`config.mk`:
```
export PLATFORM = sky130hd
export DESIGN_NAME = lc3_regfile_cc
export DESIGN_NICKNAME = d
export VERILOG_FILES = /design/src/rtl/lc3_pkg.sv /design/src/rtl/lc3_ld_reg.sv /design/src/rtl/lc3_regfile_cc_nzp_gen.sv /design/src/rtl/lc3_regfile_cc.sv
export SDC_FILE = /design/constraint.sdc
export NUM_CORES = 1
export LEC_CHECK = 0
export CELL_PAD_IN_SITES_DETAIL_PLACEMENT = 1
export CELL_PAD_IN_SITES_GLOBAL_PLACEMENT = 1
export CORE_ASPECT_RATIO = 0.9
export CORE_UTILIZATION = 37
export CTS_CLUSTER_DIAMETER = 120
export DETAILED_ROUTE_END_ITERATION = 10
export PLACE_DENSITY_LB_ADDON = 0.25
export SLEW_MARGIN = 20
export SYNTH_ARGS = -nofsm -noshare
export SYNTH_HDL_FRONTEND = slang
export SYNTH_SLANG_ARGS = --single-unit
```
`constraint.sdc`:
```
create_clock -name Clk -period 2.3 [get_ports Clk]
set_input_delay 0.575 -clock Clk [delete_from_list [all_inputs] [get_ports Clk]]
set_output_delay 0.575 -clock Clk [all_outputs]
set_load 0.005 [all_outputs]
```
`src/rtl/lc3_pkg.sv`:
```
// rtl/lc3_pkg.sv - shared LC-3 types and condition-code constants
package lc3_pkg;

  typedef logic [2:0] reg_idx_t;
  typedef logic [2:0] nzp_t;

  localparam nzp_t NZP_N     = 3'b100;
  localparam nzp_t NZP_Z     = 3'b010;
  localparam nzp_t NZP_P     = 3'b001;
  localparam nzp_t NZP_RESET = NZP_Z;

endpackage

```
`src/rtl/lc3_ld_reg.sv`:
```
// rtl/lc3_ld_reg.sv - N-bit load-enable register with synchronous active-high reset
module lc3_ld_reg #(
  parameter int N = 16
) (
  input  logic         Clk,
  input  logic         Reset,
  input  logic         i_ld,
  input  logic [N-1:0] i_d,
  output logic [N-1:0] o_q
);

  logic [N-1:0] r_q;

  always_ff @(posedge Clk) begin
    if (Reset)
      r_q <= '0;
    else if (i_ld)
      r_q <= i_d;
  end

  assign o_q = r_q;

endmodule

```
`src/rtl/lc3_regfile_cc_nzp_gen.sv`:
```
// rtl/lc3_regfile_cc_nzp_gen.sv - combinational signed condition-code generator
module nzp_gen
  import lc3_pkg::*;
#(
  parameter int N = 16
) (
  input  logic [N-1:0] i_bus,
  output nzp_t         o_nzp
);

  always_comb begin
    o_nzp = NZP_P;
    if (i_bus[N-1])
      o_nzp = NZP_N;
    else if (i_bus == '0)
      o_nzp = NZP_Z;
  end

endmodule

```
`src/rtl/lc3_regfile_cc.sv`:
```
// rtl/lc3_regfile_cc.sv - LC-3 R0-R7 register file with NZP and BEN registers
module lc3_regfile_cc
  import lc3_pkg::*;
#(
  parameter int N = 16
) (
  input  logic         Clk,
  input  logic         Reset,
  input  logic         LD_REG,
  input  logic [2:0]   DR,
  input  logic [2:0]   SR1,
  input  logic [2:0]   SR2,
  input  logic [N-1:0] Bus,
  input  logic         LD_CC,
  input  logic         LD_BEN,
  input  logic [2:0]   IR_11_9,
  output logic [N-1:0] R0_Out,
  output logic [N-1:0] R1_Out,
  output logic [N-1:0] R2_Out,
  output logic [N-1:0] R3_Out,
  output logic [N-1:0] R4_Out,
  output logic [N-1:0] R5_Out,
  output logic [N-1:0] R6_Out,
  output logic [N-1:0] R7_Out,
  output logic [N-1:0] SR1_Out,
  output logic [N-1:0] SR2_Out,
  output logic [2:0]   NZP,
  output logic         BEN
);

  logic [N-1:0] w_regs [8];
  nzp_t         w_nzp_next;
  nzp_t         r_nzp;
  logic         r_ben;

  for (genvar i = 0; i < 8; i++) begin : g_reg
    lc3_ld_reg #(.N(N)) u_reg (
      .Clk   (Clk),
      .Reset (Reset),
      .i_ld  (LD_REG && (reg_idx_t'(DR) == reg_idx_t'(i))),
      .i_d   (Bus),
      .o_q   (w_regs[i])
    );
  end

  nzp_gen #(.N(N)) u_nzp_gen (
    .i_bus (Bus),
    .o_nzp (w_nzp_next)
  );

  // BEN samples r_nzp before this edge's LD_CC takes effect
  always_ff @(posedge Clk) begin
    if (Reset) begin
      r_nzp <= NZP_RESET;
      r_ben <= 1'b0;
    end else begin
      if (LD_CC)
        r_nzp <= w_nzp_next;
      if (LD_BEN)
        r_ben <= |(IR_11_9 & r_nzp);
    end
  end

  assign R0_Out  = w_regs[0];
  assign R1_Out  = w_regs[1];
  assign R2_Out  = w_regs[2];
  assign R3_Out  = w_regs[3];
  assign R4_Out  = w_regs[4];
  assign R5_Out  = w_regs[5];
  assign R6_Out  = w_regs[6];
  assign R7_Out  = w_regs[7];
  assign SR1_Out = w_regs[SR1];
  assign SR2_Out = w_regs[SR2];
  assign NZP     = r_nzp;
  assign BEN     = r_ben;

endmodule
```
==> impl_results.md, run 1 <==
* Share of cells above drive strength 1 at 28.67%
* Mean Syn Cell Area at 9.702 µm²
* Die width at 147.5 µm
* Number of buffers created by CTS at 17
* WP data arrival at 1890 ps
* FMAX at 406.2 MHz
* Clock power frac at 44.1%
* CTS sink cnt at 132
* GRT overflow at 0
* Sequential share of power at 40.1%
* Mapped Nets at 760
* Final Skew at 2.593 ps
* Share of the synthesized area in the top cell type at 37.47%
* Max H-tree Level at 4
* Placement Cell Area at 0.009492 mm²
* Final instance area at 0.01081 mm²
* Cell variety after synth at 31
* Switching Fraction at 27.19%
* Mapped cell area at 0.007053 mm²
* Crit. Startpoint: SR1[0]
* FF-to-FF path depth at 3
* Biggest area consumer among synthesized cells: dfxtp_1
* R2r startpoint: g_reg[4].u_reg.o_q[5]
* Port Buffer Count at 196
* Final period utilization at 107.0%
* Clock Path Buffers at 2
* Worst-Margin Slew at 945.8 ps
* Top Ports at 197
* Crit path required time at 1730 ps
* 1st-iter DRT viols at 789
* Core area at 0.01852 mm²
* DRC violations left at 0
* Crit Path Class: in2out
* Ys Warns at 0
* Combinational group share of total power at 15.8%
* Final ANT Viol Nets at 0
* First-pass GRT wire length at 51680 µm
* Clock transition at path regs at 60 ps
* Hold Crit Start: g_reg[4].u_reg.o_q[4]
* Final setup fails at 32
* Post-place setup slack at -540.0 ps
* Vias in the first global route at 7992
* CTS Root Cell: clkbuf_16
* Final WS setup at -161.7 ps
* RSZ-0062 raised after global routing: true
* Crit end category: primary output
* Slew HR at 36.37%
* WHS Endpoint: g_reg[4].u_reg.o_q[4]
* RePlAce Congestion at 0.9703
* Estimated wirelength of the detail-placed design at 21330 µm
* Final Max Tran Viols at 0
* Placed Instances at 1159
* Initial Utilization at 38.07%
* Internal cell power at 4.384 mW
* Cell count after synthesis at 727
* 1st-pass router iterations at 5
* Worst R2R Setup Slack at 1280 ps
* Die area at 0.01962 mm²
* R2R Path End: g_reg[4].u_reg.o_q[5]
* Routed length per instance at 27.89 µm
* CTS tree: done
* Nets at 1014
* Filler instances at 2014
* Worst vdd rail ir drop at 0.0004688 V
* Die H at 133.0 µm
* Vias per cell at 6.081
* Largest net degree at the start of global routing at 68
* Worst Path Max Fanout at 4
* Failing checks: setup timing
* NetSw at 1.637 mW
* Initial antenna violation count at 0
* Commonest non-fill, non-tap cells in the layout: 256 x nand2_1, 157 x clkdlybuf4s50_1, 132 x dfxtp_1, 129 x a21oi_1, 66 x buf_4
* Drt total wl at 34560 µm
* Diodes inserted at 0
* Total global-route track usage at 35.68%
* Area delta synth->final at 53.20%
* Part of the Yosys area used for sequential elements at 37.47%
* Vias at 7534
* Max_cap viols at 0
* Reg area at 0.002643 mm²
* #FFs+latches synth at 132
* Lkg Pwr at 3.997 nW
* Multi-input logic area at 0.003807 mm²
* HP Class: reg2reg
* Ranking of synthesized cells by area: dfxtp_1 37%, mux4_1 18%, nand2_1 14%, a21oi_1 9.2%, mux2_2 5.1%
* Commonest non-fill, non-tap cell in the layout: nand2_1
* Post-route insts no fill at 1239
* Worst hold stages at 2
* Fin. Hold Viols at 0
* CP Launch Type: primary input
* Period minus WS final at 2462 ps
* Status: finished with violations
* Site Rows at 47
* Clk_lat worst skew at 420 ps
* PD cells at 557.2 mW/mm²
-- worst max-delay path: stages --
cell and delay (ps):
buf_12 120, buf_16 130, buf_12 100, mux4_2 540, mux2_4 300, buf_6 120
-- synthesized netlist by cell type --
cell type and instances:
nand2_1 256, clkbuf_8 4, buf_4 10, nor4b_4 1
buf_6 8, mux4_1 49, nor4_1 4, clkbuf_1 29
buf_2 25, mux4_2 15, buf_12 4, mux2i_1 1
nand2b_1 1, inv_1 2, clkbuf_2 1, dfxtp_1 132
nand4bb_1 3, nand4_1 2, and4b_1 3, buf_1 1
or4b_1 1, mux2_2 32, a222oi_1 1, nand4b_1 3
a32o_1 1, and4bb_2 3, o21ai_0 1, and4_1 1
a211oi_1 1, nor2_1 3, a21oi_1 129
-- cells by family (layout without fill, tap and decap cells) --
group,count (synthesis),count (layout),synth area share (%)
simple gates,281,281,16.82
mux,97,97,28.30
flops,132,132,37.47
buf+inv,84,351,7.805
compound gates,133,133,9.615
-- metrics by stage --
stage	utilization [%]	hold WS (ps)	total power, mW	TNS, ps
finish	58.33	502.1	6.020	-3235
global route	58.33	527.1	6.158	-3556
CTS	58.44	492.6	5.982	-2672
detailed placement	51.24	480.5	3.169	-15860
global placement	51.24	472.2	3.140	-15510
floorplan	-	468.6	2.793	0
-- what timing repair did --
action | 4_1_cts | 5_1_grt
hold buffers | 0 | 0
setup endpoints to repair | 32 | 32
gates cloned | 9 | 0
gates resized for setup | 292 | 9
buffers inserted | 41 | 3
-- power groups by stage --
stage	logic, mW	registers, mW	clock network [mW]
after floorplan	0.363	2.43	0
after global placement	0.693	2.45	0
after detailed placement	0.718	2.45	0
after CTS	0.917	2.40	2.66
after global routing	0.981	2.41	2.76
final	0.951	2.41	2.66
-- cell type report --
type / count / area share (%)
Clock buffer: 19 / 4.099
Multi-Input combinational cell: 511 / 35.24
Tap cell: 245 / 2.837
Clock inverter: 13 / 1.158
Sequential cell: 132 / 24.46
Inverter: 2 / 0.06948
Timing Repair Buffer: 317 / 32.14
-- worst max path at each step --
| stage | end | depth (start not counted) | slack [ps] |
|---|---|---|---|
| 6_report | SR1_Out[7] | 6 | -160 |
| 5_1_grt | SR1_Out[7] | 6 | -170 |
| 4_1_cts | SR1_Out[7] | 6 | -140 |
| 3_5_place_dp | SR2_Out[13] | 5 | -540 |
| 3_3_place_gp | SR1_Out[6] | 5 | -540 |
| 2_1_floorplan | SR2_Out[10] | 4 | 110 |
-- flip-flops by register name, summed over array words and instances, names as in the netlist --
register / count
NZP: 3
g.u_reg.o_q: 128
BEN: 1
-- per-layer routing --
layer / wire [µm] / GRT usage (%) / up-vias
met5: 0 / 0 / -
met4: 1577 / 17.93 / 0
met3: 3202 / 8.414 / 118
met2: 16540 / 57.42 / 551
met1: 13240 / 44.74 / 3816
li1: - / - / 3049
Note: power is estimated with default switching activity, not from simulation.
==> inputs of run 2 (changes only) <==
--- a/config.mk
+++ b/config.mk
@@ -5,6 +5,7 @@
 export SDC_FILE = /design/constraint.sdc
 export NUM_CORES = 1
 export LEC_CHECK = 0
+export CAP_MARGIN = 25
 export CELL_PAD_IN_SITES_DETAIL_PLACEMENT = 1
 export CELL_PAD_IN_SITES_GLOBAL_PLACEMENT = 1
 export CORE_ASPECT_RATIO = 0.9
==> results of run 2 <==
No change in the layout: final DEF, timing and power equal those of run 1.
==> inputs of run 3 (changes only) <==
--- a/config.mk
+++ b/config.mk
@@ -12,6 +12,7 @@
 export CORE_UTILIZATION = 37
 export CTS_CLUSTER_DIAMETER = 120
 export DETAILED_ROUTE_END_ITERATION = 10
+export MAX_ROUTING_LAYER = met4
 export PLACE_DENSITY_LB_ADDON = 0.25
 export SLEW_MARGIN = 20
 export SYNTH_ARGS = -nofsm -noshare
==> run 3 against run 2 <==
The run still ends with setup timing left. Sequential share of layout area rose by 0.11 points. Hold slack improved by 2.7 ps. Cell count did not move. Combinational power fell by 2.5%. Die area did not move. Sequential cell count did not move.
==> impl_results.md, run 3 (same netlist as run 1, synthesis figures left out) <==
* Estimated wirelength of the detail-placed design at 21190 µm
* Clk_lat worst skew at 430 ps
* First-pass GRT wire length at 49790 µm
* FMAX at 406.9 MHz
* Clock transition at path regs at 60 ps
* CTS tree: done
* CP Launch Type: primary input
* Worst path buffer plus inverter count at 4
* Vias at 7249
* Filler instances at 2010
* Top Ports at 197
* Hold WS at 504.8 ps
* Period minus WS final at 2458 ps
* Final Max Tran Viols at 0
* Status: finished with violations
* Area delta synth->final at 52.53%
* Vias per cell at 5.851
* Commonest non-fill, non-tap cell in the layout: nand2_1
* Crit path required time at 1730 ps
* Nets at 1013
* HP Class: reg2reg
* Final period utilization at 106.9%
* Max_cap viols at 0
* Port Buffer Count at 196
* Drt total wl at 33020 µm
* Die width at 147.5 µm
* Number of buffers created by CTS at 17
* CTS Root Cell: clkbuf_16
* Crit Path Class: in2out
* RePlAce Congestion at 0.9750
* Worst vdd rail ir drop at 0.0004567 V
* 1st-pass router iterations at 5
* Slew HR at 44.74%
* Critical path's largest stage delay at 530 ps
* Commonest non-fill, non-tap cells in the layout: 256 x nand2_1, 158 x clkdlybuf4s50_1, 132 x dfxtp_1, 129 x a21oi_1, 70 x buf_4
* DRC violations left at 0
* Max reg flops at 128
* Clock Path Buffers at 2
* CP max-delay cell: mux4_2
* Crit end category: primary output
* Total global-route track usage at 35.55%
* RSZ-0062 raised after global routing: true
* Final WS setup at -157.8 ps
* Final ANT Viol Nets at 0
* Final setup fails at 32
* Die area at 0.01962 mm²
* 1st-iter DRT viols at 853
* CP cell instances: buf_12 -> buf_12 -> buf_6 -> mux4_2 -> mux2_4 -> buf_6
* Post-place setup slack at -544.1 ps
* PD cells at 554.7 mW/mm²
* Largest net degree at the start of global routing at 45
* Fin. Hold Viols at 0
* Multi-input logic area at 0.003807 mm²
* Lkg Pwr at 3.979 nW
* Max H-tree Level at 4
* Worst Path Max Fanout at 5
* Reg area at 0.002643 mm²
* Final Skew at 4.473 ps
* Worst-Margin Slew at 821.3 ps
* Die H at 133.0 µm
* Crit-path leading delay family: multiplexers
* Failing checks: setup timing
* WP data arrival at 1880 ps
* Share of cells above drive strength 1 at 28.30%
* CTS sink cnt at 132
* Initial antenna violation count at 1
* Routed length per instance at 26.65 µm
* Vias in the first global route at 7641
* Initial Utilization at 38.07%
* Core area at 0.01852 mm²
* GRT overflow at 0
* Site Rows at 47
==> run 3: power by group <==
part           total (mW)  switching [mW]  internal (mW)
clock network        2.63            1.10           1.53
logic               0.927           0.421          0.506
registers            2.41          0.0720           2.34
==> run 3: cell type report <==
class | instances | area share [%]
timing repair buffer | 316 | 31.83
multi-input combinational | 511 | 35.39
antenna | 1 | 0.02326
sequential | 132 | 24.56
tap | 245 | 2.850
clock buffer | 19 | 4.117
inverter | 2 | 0.06978
clock inverter | 13 | 1.151
==> run 3: metal layers <==
layer / track usage, % / up-vias / part of all wire [%] / routed length [µm]
li1: - / 3057 / - / -
met1: 45.43 / 3671 / 41 / 13420
met2: 53.64 / 432 / 47 / 15570
met3: 7.517 / 89 / 8.0 / 2654
met4: 16.72 / 0 / 4.2 / 1374
met5: - / - / 0 / 0
==> run 3: final timing paths <==
path                         startpoint               endpoint  slack (ps)  cells past startpoint
setup / recovery                 SR1[0]            SR1_Out[15]        -160                      6
hold / removal    g_reg[0].u_reg.o_q[1]  g_reg[0].u_reg.o_q[1]         500                      2
setup reg to reg                 NZP[1]                    BEN        1370                      2
hold reg to reg   g_reg[0].u_reg.o_q[1]  g_reg[0].u_reg.o_q[1]         500                      2
==> run 3: timing repair <==
action                                  CTS  global route
resized for setup                       281             9
endpoints found under the setup margin   32            32
hold buffers                              0             0
setup buffers                            38             2
pin swaps                                 0             0
cloned                                    9             0
==> run 3: through the flow <==
stage / instance area, µm² / cells / util [%] / power (mW) / TNS (ps)
4_1_cts: 10740 / 1237 / 57.97 / 5.935 / -2763
3_5_place_dp: 9492 / 1159 / 51.24 / 3.167 / -15940
5_1_grt: 10760 / 1239 / 58.07 / 6.125 / -3757
3_3_place_gp: 9492 / 1159 / 51.24 / 3.144 / -15400
6_report: 10760 / 1239 / 58.07 / 5.967 / -3375
2_1_floorplan: 7053 / 727 / - / 2.793 / 0
==> run 3: worst min-delay path: stages (launching register included) <==
cell and delay, ps:
dfxtp_1 340, nand2_1 70, a21oi_1 50
